$ cat config.mk
export PLATFORM = sky130hd
export DESIGN_NAME = instr_sequencer
export DESIGN_NICKNAME = d
export VERILOG_FILES = /design/src/rtl/instr_sequencer.sv
export SDC_FILE = /design/constraint.sdc
export NUM_CORES = 1
export LEC_CHECK = 0
export BUFFER_PORTS_ARGS = -buffer_cell sky130_fd_sc_hd__buf_2
export CAP_MARGIN = 20
export CORE_AREA = 5 5 54 56
export CTS_CLUSTER_DIAMETER = 200
export CTS_CLUSTER_SIZE = 12
export DETAILED_ROUTE_END_ITERATION = 7
export DIE_AREA = 0 0 59 61
export PLACE_DENSITY_LB_ADDON = 0.15
export SYNTH_ARGS = -nofsm -noshare
export SYNTH_HDL_FRONTEND = slang
export SYNTH_SLANG_ARGS = --single-unit
$ cat constraint.sdc
create_clock -name clock -period 3.7 [get_ports clock]
set_clock_uncertainty 0.1 [all_clocks]
set_input_delay 0.185 -clock clock [delete_from_list [all_inputs] [get_ports clock]]
set_output_delay 0.185 -clock clock [all_outputs]
set_load 0.005 [all_outputs]
$ cat src/rtl/instr_sequencer.sv
// Hardwired control sequencer for the single-bus CPU datapath.
// Steps fetch (T0-T2) and register-register ALU execute (T3-T5).
module instr_sequencer #(
  parameter int OPW = 5,
  parameter int RSW = 4
) (
  input  logic                clock,
  input  logic                clear,
  input  logic [31:0]         ir,
  input  logic                mem_ready,
  output logic                PCout,
  output logic                Zlowout,
  output logic                MDRout,
  output logic                MARin,
  output logic                IncPC,
  output logic                Zin,
  output logic                PCin,
  output logic                MDRin,
  output logic                Yin,
  output logic                IRin,
  output logic                Read,
  output logic [2**RSW-1:0]   reg_out,
  output logic [2**RSW-1:0]   reg_in,
  output logic [3:0]          alu_op,
  output logic                run
);

  localparam int NREG = 2 ** RSW;
  localparam int RA_HI = 31 - OPW;
  localparam int RB_HI = RA_HI - RSW;
  localparam int RC_HI = RB_HI - RSW;
  localparam int LOW_HI = RC_HI - RSW;

  typedef enum logic [2:0] {
    IDLE,
    T0,
    T1,
    T2,
    T3,
    T4,
    T5,
    HALT
  } state_t;

  state_t state;

  logic [OPW-1:0]  opc;
  logic [RSW-1:0]  ra;
  logic [RSW-1:0]  rb;
  logic [RSW-1:0]  rc;
  logic            is_alu;
  logic            is_halt;
  logic [3:0]      code;
  logic [NREG-1:0] sel_ra;
  logic [NREG-1:0] sel_rb;
  logic [NREG-1:0] sel_rc;
  logic            unused_ir;

  assign opc = ir[31 -: OPW];
  assign ra  = ir[RA_HI -: RSW];
  assign rb  = ir[RB_HI -: RSW];
  assign rc  = ir[RC_HI -: RSW];

  // Immediate/unused low IR bits carry no control meaning here.
  assign unused_ir = ^ir[LOW_HI:0];

  assign is_alu  = (opc >= OPW'(3)) && (opc <= OPW'(11));
  assign is_halt = (opc == OPW'(27));
  assign code    = 4'(opc - OPW'(2));

  assign sel_ra = NREG'(1) << ra;
  assign sel_rb = NREG'(1) << rb;
  assign sel_rc = NREG'(1) << rc;

  always_ff @(posedge clock or negedge clear) begin
    if (!clear) begin
      state <= IDLE;
    end else begin
      unique case (state)
        IDLE: state <= T0;
        T0:   state <= T1;
        T1:   if (mem_ready) state <= T2;
        T2:   state <= T3;
        T3: begin
          if (is_alu)       state <= T4;
          else if (is_halt) state <= HALT;
          else              state <= T0;
        end
        T4:   state <= T5;
        T5:   state <= T0;
        HALT: state <= HALT;
        default: state <= IDLE;
      endcase
    end
  end

  // Strobes decode straight from state so an async clear drops them at once.
  always_comb begin
    PCout   = 1'b0;
    Zlowout = 1'b0;
    MDRout  = 1'b0;
    MARin   = 1'b0;
    IncPC   = 1'b0;
    Zin     = 1'b0;
    PCin    = 1'b0;
    MDRin   = 1'b0;
    Yin     = 1'b0;
    IRin    = 1'b0;
    Read    = 1'b0;
    reg_out = '0;
    reg_in  = '0;
    alu_op  = '0;
    run     = 1'b0;
    unique case (state)
      T0: begin
        run   = 1'b1;
        PCout = 1'b1;
        MARin = 1'b1;
        IncPC = 1'b1;
        Zin   = 1'b1;
      end
      T1: begin
        run     = 1'b1;
        Zlowout = 1'b1;
        PCin    = 1'b1;
        Read    = 1'b1;
        MDRin   = 1'b1;
      end
      T2: begin
        run    = 1'b1;
        MDRout = 1'b1;
        IRin   = 1'b1;
      end
      T3: begin
        run = 1'b1;
        if (is_alu) begin
          reg_out = sel_rb;
          Yin     = 1'b1;
        end
      end
      T4: begin
        run     = 1'b1;
        reg_out = sel_rc;
        Zin     = 1'b1;
        alu_op  = code;
      end
      T5: begin
        run     = 1'b1;
        Zlowout = 1'b1;
        reg_in  = sel_ra;
      end
      default: ;
    endcase
  end

endmodule

==> impl_metrics.env <==
export IMPL_async_flop_share=1.00
export IMPL_ioPinCount=83
export IMPL_drive_gt1_frac=0.399
export IMPL_final_min_clock_period_ns=2.15
export IMPL_pwr_share_clk=0.423
export IMPL_relSlewSlack=0.658
export IMPL_layoutNonFillerInstCount=223
export IMPL_cts_setup_buffers=0
export IMPL_wl_um=2920
export IMPL_synth_nets=171
export IMPL_status="complete, no violations"
export IMPL_route_detailed_drc=0
export IMPL_nNetsFinal=231
export IMPL_synth_flop_cell="dfrtp_1"
export IMPL_biggestRegsByFlops="state: 3 flops"
export IMPL_antenna_found_initial=0
export IMPL_setup_violations=0
export IMPL_grt_usage=0.151
export IMPL_fmax_ghz=0.464
export IMPL_start_kind="flip-flop"
export IMPL_io_buffers=67
export IMPL_internal_power_uw=91.3
export IMPL_drv_slew=0
export IMPL_synthTopCellsByArea="nand4_1, dfrtp_1, nor2_1"
export IMPL_die_area_sq_mm=0.00360
export IMPL_yosys_warnings=0
export IMPL_drtAntennaViolNets=0
export IMPL_crit_buf_inv=1
export IMPL_die_h_um=61
export IMPL_rows=18
export IMPL_worst_slew_pin_slew_ns=0.512
export IMPL_cts_root_buf="clkbuf_4"
export IMPL_routabilityCongestion=0.952
export IMPL_drv_cap=0
export IMPL_synth_top_area_share=0.137
export IMPL_period_share=0.582
export IMPL_grt_pass1_wl_um=4370
export IMPL_cp_slowest_cell="dfrtp_1"
export IMPL_cts_hold_buf=1
export IMPL_via_per_inst=5.45
export IMPL_tritoncts="done"
export IMPL_largest_reg_flops=3
export IMPL_pwr_share_comb=0.336
export IMPL_first_pass_iters=4
export IMPL_start_util=0.382
export IMPL_crit_family="simple AND/OR/NAND/NOR gates"
export IMPL_avgRoutedWirePerCell_um=13.1
export IMPL_vias=1215
export IMPL_worst_setup_path_end_kind="output pin"
export IMPL_rsz0062_at_grt="no"
export IMPL_required_ns=3.41
export IMPL_crit_type="flip-flop to output pin"
export IMPL_fill_cells=256
export IMPL_r2r_start="state[1]"
export IMPL_grt_max_degree=19
export IMPL_clk_latency_ns=0.23
export IMPL_multi_input_area_sq_um=712
export IMPL_setup_tns_ns=0
export IMPL_synth_avg_cell_area_sq_um=6.80
export IMPL_hpwl_um=2320
export IMPL_synth_edf_count=0
export IMPL_synth_cell_type_count=33
export IMPL_min_path_type="primary input to flip-flop"
export IMPL_dieWidth_um=59
export IMPL_p_switching_uw=45.5
export IMPL_hold_path_startpoint="mem_ready"
export IMPL_cellLeakagePower_nw=0.629
export IMPL_postCtsResizedCells=0
export IMPL_power_density_mw_per_mm2=113
export IMPL_synth_area_sq_um=911
export IMPL_peakVddDrop_mv=0.204
export IMPL_ys_seq_elements=3
export IMPL_crit_chain="nor4b_4, nand3_2, o21ai_0, buf_2"
export IMPL_drtIter0Drc=53
export IMPL_cp_slowest_stage_delay_ns=0.51
export IMPL_clock_sinks=3
export IMPL_clockBufferDepth=2
export IMPL_cts_buffers=3
export IMPL_regMostFlops="state"
export IMPL_ys_seq_area_frac=0.0824
export IMPL_pwr_share_seq=0.241
export IMPL_dp_cells=218
export IMPL_arrival_ns=1.87
export IMPL_fp_coreArea_sq_mm=0.00239
export IMPL_regArea_sq_um=75.1
export IMPL_synth_top_area_cell="nand4_1"
export IMPL_num_antenna_cells=0
export IMPL_area_growth_syn_to_layout_pct=33.0
export IMPL_power_share_switching=0.333
export IMPL_startpoint="state[1]"
export IMPL_critical_path_peak_fanout=18
export IMPL_hold_viol=0
export IMPL_overflow=0
export IMPL_grt_pass1_vias=1009
export IMPL_syn_inst=134
export IMPL_htreeDepth=1
export IMPL_clk_pin_slew_ns=0.04
## cells in the mapped netlist, types with 2 or more instances
| cell type | instances |
|---|---|
| dfrtp_1 | 3 |
| clkbuf_1 | 3 |
| nand3_1 | 3 |
| and2_1 | 4 |
| nand4b_1 | 3 |
| nor2_1 | 20 |
| and3_1 | 3 |
| nor2b_1 | 7 |
| nor3_1 | 5 |
| buf_6 | 4 |
| nand2_1 | 7 |
| o21ai_0 | 10 |
| buf_4 | 5 |
| nand4_1 | 20 |
| inv_1 | 4 |
| and4b_1 | 2 |
| nand2b_1 | 6 |
| nand3b_1 | 2 |
| o22ai_1 | 8 |
| ha_1 | 2 |
## final timing paths
check	slack, ns	cells past startpoint	to
setup / recovery	1.55	4	reg_out[15]
hold / removal	0.13	3	state[0]
setup reg to reg	2.08	3	state[2]
hold reg to reg	0.64	2	state[0]
max in group asynchronous	3.21	2	state[2]
min in group asynchronous	0.18	2	state[0]
## kinds of logic after synthesis
family | Yosys count | synth area share
adder cells (fa/ha/maj) | 2 | 0.0275
AND/OR/NAND/NOR | 90 | 0.610
AO/OA/AOI/OAI | 21 | 0.135
flip-flops | 3 | 0.0824
XOR/XNOR | 1 | 0.00962
buffers and inverters | 17 | 0.136
## layout by cell type, fill, tap and decap left out, types with 2 or more instances in the layout
| master | n |
|---|---|
| and4b_1 | 2 |
| and2_1 | 4 |
| nor3_1 | 5 |
| o21ai_0 | 10 |
| buf_2 | 67 |
| nand3b_1 | 2 |
| nand2_1 | 7 |
| nand4_1 | 20 |
| and3_1 | 3 |
| ha_1 | 2 |
| dfrtp_1 | 3 |
| nand3_1 | 3 |
| nand4b_1 | 3 |
| clkbuf_4 | 3 |
| nor2b_1 | 7 |
| nor2_1 | 20 |
| inv_1 | 4 |
| nand2b_1 | 6 |
| o22ai_1 | 8 |
## cell type report
class                      instances  share of cell area
inverter                           4              0.0124
timing repair buffer              68               0.285
tap                               30              0.0310
multi-input combinational        114               0.588
clock buffer                       4              0.0217
sequential                         3              0.0620
## worst register-to-register path, stage by stage, from the launching register on
cell and delay (ns):
dfrtp_1 0.51, nor4b_4 0.34, nand3_2 0.33, o211ai_2 0.26
## metal layers
layer / vias up / wire length, um / track usage
met4: 0 / 10 / 0.0518
met1: 544 / 1230 / 0.208
met3: 2 / 253 / 0.0298
li1: 617 / - / -
met2: 52 / 1420 / 0.235
met5: - / 0 / 0
## power by group through the flow
stage / clock [mW] / sequential [mW] / combinational (mW)
finish: 0.0580 / 0.0330 / 0.0459
global route: 0.0629 / 0.0330 / 0.0513
CTS: 0.0606 / 0.0330 / 0.0453
detailed placement: 0 / 0.0334 / 0.0444
global placement: 0 / 0.0334 / 0.0429
floorplan: 0 / 0.0334 / 0.0244
## metrics by stage
stage / worst slack (ns) / power, mW / utilization / cell area, sq um / hold WS, ns
CTS: 1.57 / 0.139 / 0.507 / 1210 / 0.120
finish: 1.55 / 0.137 / 0.507 / 1210 / 0.128
global placement: 1.64 / 0.0763 / 0.492 / 1170 / -0.117
detailed placement: 1.63 / 0.0778 / 0.492 / 1170 / -0.115
floorplan: 2.04 / 0.0579 / - / 911 / -0.211
global route: 1.39 / 0.147 / 0.507 / 1210 / 0.137
(Power assumes the default switching activity.)
